[src/rtl/pipe_ctrl.sv]
// pipe_ctrl: central stall / flush / halt sequencer for the 5-stage core
// (pc, if_id, id_ex, ex_mem, mem_wb, wb hold enables).
// Optional feature macro: PIPE_PERF_EN adds stall_cnt / flush_cnt perf counters.
// stall, flush, newpc and halted are combinational from state and inputs so a
// request takes effect in the same cycle it is raised.

module pipe_ctrl #(
  parameter int unsigned FLUSH_CYCLES = 1,
  parameter int unsigned DRAIN_CYCLES = 3,
  parameter int unsigned ADDR_W       = 32,
  parameter int unsigned CNT_W        = 32
) (
  input  logic              clk,
  input  logic              rst,
  input  logic              stallreq_id,
  input  logic              stallreq_ex,
  input  logic              flushreq,
  input  logic [ADDR_W-1:0] flushaddr,
  input  logic              halt_req,
  input  logic              halt_resume,
  output logic [5:0]        stall,
  output logic              flush,
  output logic [ADDR_W-1:0] newpc,
  output logic              halted
`ifdef PIPE_PERF_EN
  ,
  output logic [CNT_W-1:0]  stall_cnt,
  output logic [CNT_W-1:0]  flush_cnt
`endif
);

  // Down-counter sized for the longer of the two sequences.
  localparam int unsigned CNT_MAX = (FLUSH_CYCLES > DRAIN_CYCLES) ? FLUSH_CYCLES : DRAIN_CYCLES;
  localparam int unsigned DCNT_W  = $clog2(CNT_MAX + 1);

  localparam logic [DCNT_W-1:0] FLUSH_LOAD = DCNT_W'(FLUSH_CYCLES - 1);
  localparam logic [DCNT_W-1:0] DRAIN_LOAD = DCNT_W'(DRAIN_CYCLES - 1);
  localparam logic [DCNT_W-1:0] CNT_ONE    = DCNT_W'(1);
  localparam logic [DCNT_W-1:0] CNT_ZERO   = DCNT_W'(0);

  // A single-cycle flush never needs the FLUSH state.
  localparam bit FLUSH_MULTI = (FLUSH_CYCLES > 1);

  // Hold-enable patterns: bit0 pc ... bit5 wb.
  localparam logic [5:0] STALL_NONE  = 6'b000000;
  localparam logic [5:0] STALL_ID    = 6'b000111;
  localparam logic [5:0] STALL_EX    = 6'b001111;
  localparam logic [5:0] STALL_DRAIN = 6'b000011;
  localparam logic [5:0] STALL_ALL   = 6'b111111;

  // Reject parameter values the sequencing cannot honour.
  if (FLUSH_CYCLES < 1 || DRAIN_CYCLES < 1 || CNT_W < 1 || ADDR_W < 1) begin : g_bad_param
    $error("pipe_ctrl: invalid parameter value");
  end

  typedef enum logic [1:0] {
    S_RUN    = 2'd0,
    S_FLUSH  = 2'd1,
    S_DRAIN  = 2'd2,
    S_HALTED = 2'd3
  } state_t;

  state_t              state_q, state_d;
  logic [DCNT_W-1:0]   cnt_q, cnt_d;
  logic [ADDR_W-1:0]   newpc_q, newpc_d;
  logic                armed_q, armed_d;
  logic                accept_flush;
  logic                halt_go;

  // A redirect is honoured only where the pipe is not already squashed or parked.
  assign accept_flush = !rst && flushreq && (state_q == S_RUN || state_q == S_DRAIN);

  // Halt entry is edge-armed: after a resume with halt_req still high, it must drop first.
  assign halt_go = halt_req && armed_q;

  // State register with synchronous reset.
  always_ff @(posedge clk) begin
    if (rst) begin
      state_q <= S_RUN;
      cnt_q   <= CNT_ZERO;
      newpc_q <= '0;
      armed_q <= 1'b1;
    end else begin
      state_q <= state_d;
      cnt_q   <= cnt_d;
      newpc_q <= newpc_d;
      armed_q <= armed_d;
    end
  end

  // Next-state, counter, redirect latch and halt-arm logic.
  always_comb begin
    state_d = state_q;
    cnt_d   = cnt_q;
    newpc_d = newpc_q;
    armed_d = armed_q;

    if (!halt_req) begin
      armed_d = 1'b1;
    end else if (state_q == S_HALTED && halt_resume) begin
      armed_d = 1'b0;
    end

    if (accept_flush) begin
      newpc_d = flushaddr;
    end

    case (state_q)
      S_RUN: begin
        if (flushreq) begin
          // Flush wins; a pending halt is picked up once the flush is over.
          if (FLUSH_MULTI) begin
            state_d = S_FLUSH;
            cnt_d   = FLUSH_LOAD;
          end
        end else if (halt_go) begin
          state_d = S_DRAIN;
          cnt_d   = DRAIN_LOAD;
        end
      end

      S_FLUSH: begin
        // cnt_q counts the FLUSH cycles still to spend, this one included.
        if (cnt_q == CNT_ONE) begin
          if (halt_go) begin
            state_d = S_DRAIN;
            cnt_d   = DRAIN_LOAD;
          end else begin
            state_d = S_RUN;
            cnt_d   = CNT_ZERO;
          end
        end else begin
          cnt_d = cnt_q - CNT_ONE;
        end
      end

      S_DRAIN: begin
        if (flushreq) begin
          // Redirected instructions re-enter the pipe, so the drain restarts.
          if (halt_req) begin
            cnt_d = DRAIN_LOAD;
          end else if (FLUSH_MULTI) begin
            state_d = S_FLUSH;
            cnt_d   = FLUSH_LOAD;
          end else begin
            state_d = S_RUN;
            cnt_d   = CNT_ZERO;
          end
        end else if (!halt_req) begin
          state_d = S_RUN;
          cnt_d   = CNT_ZERO;
        end else if (stallreq_ex) begin
          cnt_d = cnt_q;
        end else if (cnt_q == CNT_ZERO) begin
          state_d = S_HALTED;
        end else begin
          cnt_d = cnt_q - CNT_ONE;
        end
      end

      S_HALTED: begin
        if (halt_resume) begin
          state_d = S_RUN;
          cnt_d   = CNT_ZERO;
        end
      end

      default: begin
        state_d = S_RUN;
        cnt_d   = CNT_ZERO;
      end
    endcase
  end

  // Combinational stall / flush / newpc / halted, all forced low under reset.
  always_comb begin
    stall  = STALL_NONE;
    flush  = 1'b0;
    newpc  = newpc_q;
    halted = 1'b0;

    if (rst) begin
      newpc = '0;
    end else begin
      case (state_q)
        S_RUN: begin
          if (flushreq) begin
            flush = 1'b1;
            newpc = flushaddr;
          end else if (stallreq_ex) begin
            stall = STALL_EX;
          end else if (stallreq_id) begin
            stall = STALL_ID;
          end
        end

        S_FLUSH: begin
          flush = 1'b1;
        end

        S_DRAIN: begin
          // pc still loads newpc on a redirect even though stall[0] is set.
          stall = stallreq_ex ? STALL_EX : STALL_DRAIN;
          if (flushreq) begin
            flush = 1'b1;
            newpc = flushaddr;
          end
        end

        S_HALTED: begin
          stall  = STALL_ALL;
          halted = 1'b1;
        end

        default: begin
          stall = STALL_NONE;
        end
      endcase
    end
  end

`ifdef PIPE_PERF_EN
  logic [CNT_W-1:0] stall_cnt_q;
  logic [CNT_W-1:0] flush_cnt_q;

  // Perf counters: stalled non-halted cycles and honoured redirects, wrapping.
  always_ff @(posedge clk) begin
    if (rst) begin
      stall_cnt_q <= '0;
      flush_cnt_q <= '0;
    end else begin
      if (stall != STALL_NONE && state_q != S_HALTED) begin
        stall_cnt_q <= stall_cnt_q + CNT_W'(1);
      end
      if (accept_flush) begin
        flush_cnt_q <= flush_cnt_q + CNT_W'(1);
      end
    end
  end

  // Counter outputs read zero while reset is held.
  always_comb begin
    stall_cnt = rst ? '0 : stall_cnt_q;
    flush_cnt = rst ? '0 : flush_cnt_q;
  end
`endif

endmodule
[config.mk]
export PLATFORM = sky130hd
export DESIGN_NAME = pipe_ctrl
export DESIGN_NICKNAME = d
export VERILOG_FILES = /design/src/rtl/pipe_ctrl.sv
export SDC_FILE = /design/constraint.sdc
export NUM_CORES = 1
export LEC_CHECK = 0
export BUFFER_PORTS_ARGS = -buffer_cell sky130_fd_sc_hd__buf_4
export CORE_ASPECT_RATIO = 1.75
export CORE_MARGIN = 2
export CORE_UTILIZATION = 30
export DETAILED_ROUTE_END_ITERATION = 8
export GPL_TIMING_DRIVEN = 0
export SLEW_MARGIN = 20
export SYNTH_ARGS = -nofsm -noshare
export SYNTH_HDL_FRONTEND = slang
export SYNTH_SLANG_ARGS = --single-unit
[constraint.sdc]
create_clock -name clk -period 4 [get_ports clk]
set_clock_uncertainty 0.15 [all_clocks]
set_input_delay 1.2 -clock clk [delete_from_list [all_inputs] [get_ports clk]]
set_output_delay 1.2 -clock clk [all_outputs]
set_load 0.03 [all_outputs]
== Yosys cells after proc, flatten, opt, wreduce, memory -nomap -nowiden ==
Index checks and enable logic that the tools add are counted.
Widths: inputs -> output; s select.
Operators by class
  divide/modulo/power cells: 0
  equal/unequal tests: 13
  bitwise operators: 1
  multipliers: 0
  muxes and demuxes: 32
  order comparisons: 0
  shift operators: 0
  $add $sub $neg: 1
  reductions and logical operators: 12
Operators with widths (count)
  $mux 32: 3
  $mux 2: 16
  $pmux 6 s3: 1
  $pmux 2 s4: 2
  $mux 4: 3
  $ne 2x2->1 const B: 4
  $ne 4x4->1 const B: 2
  $reduce_and 7->1: 1
  $mux 6: 1
  $ne 3x3->1 const B: 2
  $reduce_and 5->1: 1
  $eq 2x1->1 const B: 2
  $eq 2x2->1 const B: 2
  $logic_and 1x1->1: 4
  $logic_not 2->1: 2
  $mux 1: 4
  $reduce_or 2->1: 2
  $mux 3: 1
  $ne 3x2->1 const B: 1
  $pmux 1 s2: 1
  $sub 2x1->2 const B: 1
  $logic_not 1->1: 1
  $logic_or 1x1->1: 1
  $not 1->1: 1
Word-level totals
  bits in writable memories: 0
  memories: 0
  memory bits (read-only): 0
  bits in registers: 37
  input port bits: 39
  bits in latches: 0

== Longest topological paths before layout ==
  word-level depth: 6
  depth in mapped cells: 6

== Least setup slack after synthesis ==
OpenSTA, ideal clock, no wires.
  path type: input-to-output
  start point: input flushreq
  end point: output stall[2]
  stages on the path: 4
  data required time: 2.650 ns
  setup slack: 0.208 ns
  arrival time: 2.442 ns
  buffers on the path: 0
  cell sequence: nor2_1 o21ai_0 a21oi_1 o31a_1
On the way
  word-level cells in the longest chain between the ends: 3
RTL lines
  from (decl): line 17  | input logic flushreq,
  $mux 4: line 187  | if (flushreq) begin
  $pmux 6 s3: line 185  | case (state_q)
  $mux 6: line 182  | if (rst) begin
  to (decl): line 21  | output logic [5:0] stall,
Every way passes these cells.

== Final worst setup path ==
  start point: input flushreq
  end point: output newpc[8]
On the way
  word-level cells in the longest chain between the ends: 3
RTL lines
  $mux 32: line 187, 204
  $mux 32
  $mux 32: line 182
  to (decl): line 23  | output logic [ADDR_W-1:0] newpc,
Every way passes these cells.

==> flow_metrics.env <==
export IMPL_hold_buffers=0
export IMPL_ir_drop_mv=0.1575
export IMPL_rsz0062_at_grt="no"
export IMPL_fin_area_mm2=0.002510
export IMPL_syn2layout_area_growth_pct=43.08
export IMPL_crit_top_cell="buf_4"
export IMPL_clock_latency_ns=0.28
export IMPL_cpPeakStageDelay_ns=0.21
export IMPL_synth_area_leaders="dfxtp_1, a21oi_1, nand2_1"
export IMPL_yosysTopAreaCellShare_pct=42.23
export IMPL_ys_warn_count=0
export IMPL_max_freq_ghz=0.2726
export IMPL_tightest_slew_ns=0.5029
export IMPL_floorplan_initialDensity_pct=31.16
export IMPL_tritoncts="done"
export IMPL_worst_ep_arrival_time_ns=2.32
export IMPL_post_cts_resized=0
export IMPL_ios=79
export IMPL_place_inst=388
export IMPL_min_period_over_period_pct=91.71
export IMPL_n_antenna_cell=0
export IMPL_final_setup_tns_ns=0
export IMPL_wl_per_cell_um=12.56
export IMPL_slew_headroom_pct=66.47
export IMPL_htreeDepth=2
export IMPL_leakage_uw=0.001123
export IMPL_place_congestion=0.8199
export IMPL_grt_max_degree=12
export IMPL_die_h_um=105.2
export IMPL_ys_types=30
export IMPL_path_cells="buf_4 > and2b_2 > clkbuf_1 > buf_4 > nand2_1 > a21oi_1 > buf_4"
export IMPL_avgSynthCellArea_um2=7.465
export IMPL_cts_made_buffers=5
export IMPL_grt_ovfl_total=0
export IMPL_n_fill_cell=613
export IMPL_synth_seq_cells=37
export IMPL_grt_pass1_wl_mm=7.803
export IMPL_maxCapViolCount=0
export IMPL_grt_pass1_vias=1692
export IMPL_cp_slowest_cell="buf_4"
export IMPL_hold_viol_final=0
export IMPL_dieWidth_um=61.81
export IMPL_p_per_area_mw_per_mm2=357.9
export IMPL_drt_pass1_iterations=4
export IMPL_critical_path_top_delay_family="buffers and inverters"
export IMPL_cp_max_fo=10
export IMPL_start_kind="input port"
export IMPL_drt_initial_drc_count=56
export IMPL_dieArea_mm2=0.006499
export IMPL_hold_path_class="flop to flop"
export IMPL_avgViaCountPerCell=4.747
export IMPL_vias=1880
export IMPL_post_cts_repair_setup_buffers=0
export IMPL_grt_usage_pct=15.80
export IMPL_fin_crit_ns=3.669
export IMPL_drive_gt1_share_pct=32.19
export IMPL_rows=36
export IMPL_core_mm2=0.005630
export IMPL_synth_area_mm2=0.001754
export IMPL_clkTransAtPathRegs_ns=0.07
export IMPL_setup_viol=0
export IMPL_routed_wl_mm=4.974
export IMPL_dp_hpwl_mm=3.789
export IMPL_fin_cells=396
export IMPL_critPathBufInv=4
export IMPL_netlist_instances=235
export IMPL_grt_busiest_layer="met2"
export IMPL_grtUsageMet1_pct=16.60
export IMPL_grt_use_met2_pct=28.57
export IMPL_seq_area_frac_synth_pct=42.23
export IMPL_end_kind="primary output"
export IMPL_antenna_found_initial=0
export IMPL_critPathRequiredTime_ns=2.65
export IMPL_port_buffers=77
export IMPL_drc=0
export IMPL_use_met3_pct=3.218
export IMPL_synth_nets=276
export IMPL_path_class="input port to primary output"
export IMPL_ant_nets=0
export IMPL_clockBufferDepth=2
export IMPL_total_power_uw=898.4
export IMPL_clockRootBuffer="clkbuf_8"
export IMPL_cts_sinks=37
export IMPL_drv_slew=0
export IMPL_nets=360
export IMPL_synth_top_area_cell="dfxtp_1"
export IMPL_placed_area_mm2=0.002427
export IMPL_status="finished clean"
==> placed cells by master (no fill, tap or decap), types with 3 or more instances in the layout <==
cell      Yosys  routed
buf_4         7      84
a21oi_1      71      71
nand2_1      69      69
dfxtp_1      37      37
clkbuf_1      8       9
nor2_1        7       7
clkbuf_8      0       5
inv_1         4       4
buf_2         3       3
nand3b_1      3       3
==> flip-flops by register name, indices dropped and copies added, names as in the netlist <==
| name | flops |
|---|---|
| cnt_q | 2 |
| state_q | 2 |
| newpc_q | 32 |
| armed_q | 1 |
==> cell type report <==
cell class | count | area (um^2) | share of cell area (%)
inverter | 4 | 15.01 | 0.5982
sequential | 37 | 740.7 | 29.51
multi-input combinational | 173 | 873.3 | 34.80
timing repair buffer | 77 | 578.1 | 23.03
buffer | 21 | 125.1 | 4.985
clock buffer | 6 | 72.57 | 2.891
tap | 76 | 95.09 | 3.789
clock inverter | 2 | 10.01 | 0.3988
==> synth_stat cells (all sizes together) <==
cell	number
nand3b	3
nand3	1
a311oi	2
o22a	2
and4bb	1
a31oi	1
nand2	69
and2b	1
o21ai	2
dfxtp	37
o22ai	1
a41o	1
nor3	1
nand2b	2
nor3b	1
ha	2
a2bb2oi	1
o31a	1
nor2	7
inv	4
a211oi	1
buf	12
a21oi	71
a211o	1
nand4b	1
clkbuf	9
==> where the power goes <==
| part | internal [uW] | switching (uW) | leakage [uW] |
|---|---|---|---|
| combinational | 103 | 147 | 0.000774 |
| sequential | 392 | 6.87 | 0.000305 |
| clock | 121 | 129 | 0.0000450 |
==> tightest hold or removal path, cell delays in order, from the launching register on <==
cell     delay (ns)
dfxtp_1        0.30
nand2_1        0.06
a21oi_1        0.06
==> metrics by stage <==
| step | util (%) | hold WS [ns] | setup slack, ns |
|---|---|---|---|
| after floorplan | - | 0.2942 | 0.2077 |
| after global placement | 43.11 | 0.3018 | 0.3318 |
| after detailed placement | 43.11 | 0.3057 | 0.3387 |
| after CTS | 44.58 | 0.3164 | 0.3328 |
| after global routing | 44.58 | 0.3346 | 0.2265 |
| final | 44.58 | 0.3150 | 0.3314 |
==> final timing paths <==
path / start / to / slack [ns] / cells past startpoint
setup / recovery: flushreq / newpc[8] / 0.33 / 7
hold / removal: newpc_q[7]$_SDFFE_PP0P_ / newpc_q[7]$_SDFFE_PP0P_ / 0.32 / 2
setup reg to reg: cnt_q[0]$_SDFFE_PP0P_ / cnt_q[1]$_SDFFE_PP0P_ / 2.38 / 6
hold reg to reg: newpc_q[7]$_SDFFE_PP0P_ / newpc_q[7]$_SDFFE_PP0P_ / 0.32 / 2
==> layer usage <==
metal,part of all wire [%],vias to the layer above
li1,-,969
met2,55,48
met5,0,-
met1,39,859
met4,1.4,0
met3,4.2,4
==> kinds of logic (layout without fill, tap and decap cells) <==
kind of cell             Yosys count  in the layout  synth area share, %
flip-flops                        37             37                42.23
AO/OA/AOI/OAI                     84             84                27.39
adder cells (fa/ha/maj)            2              2                1.426
AND/OR/NAND/NOR                   87             87                20.97
buffers and inverters             25            110                7.988
Power figures use the tool's default switching activity.
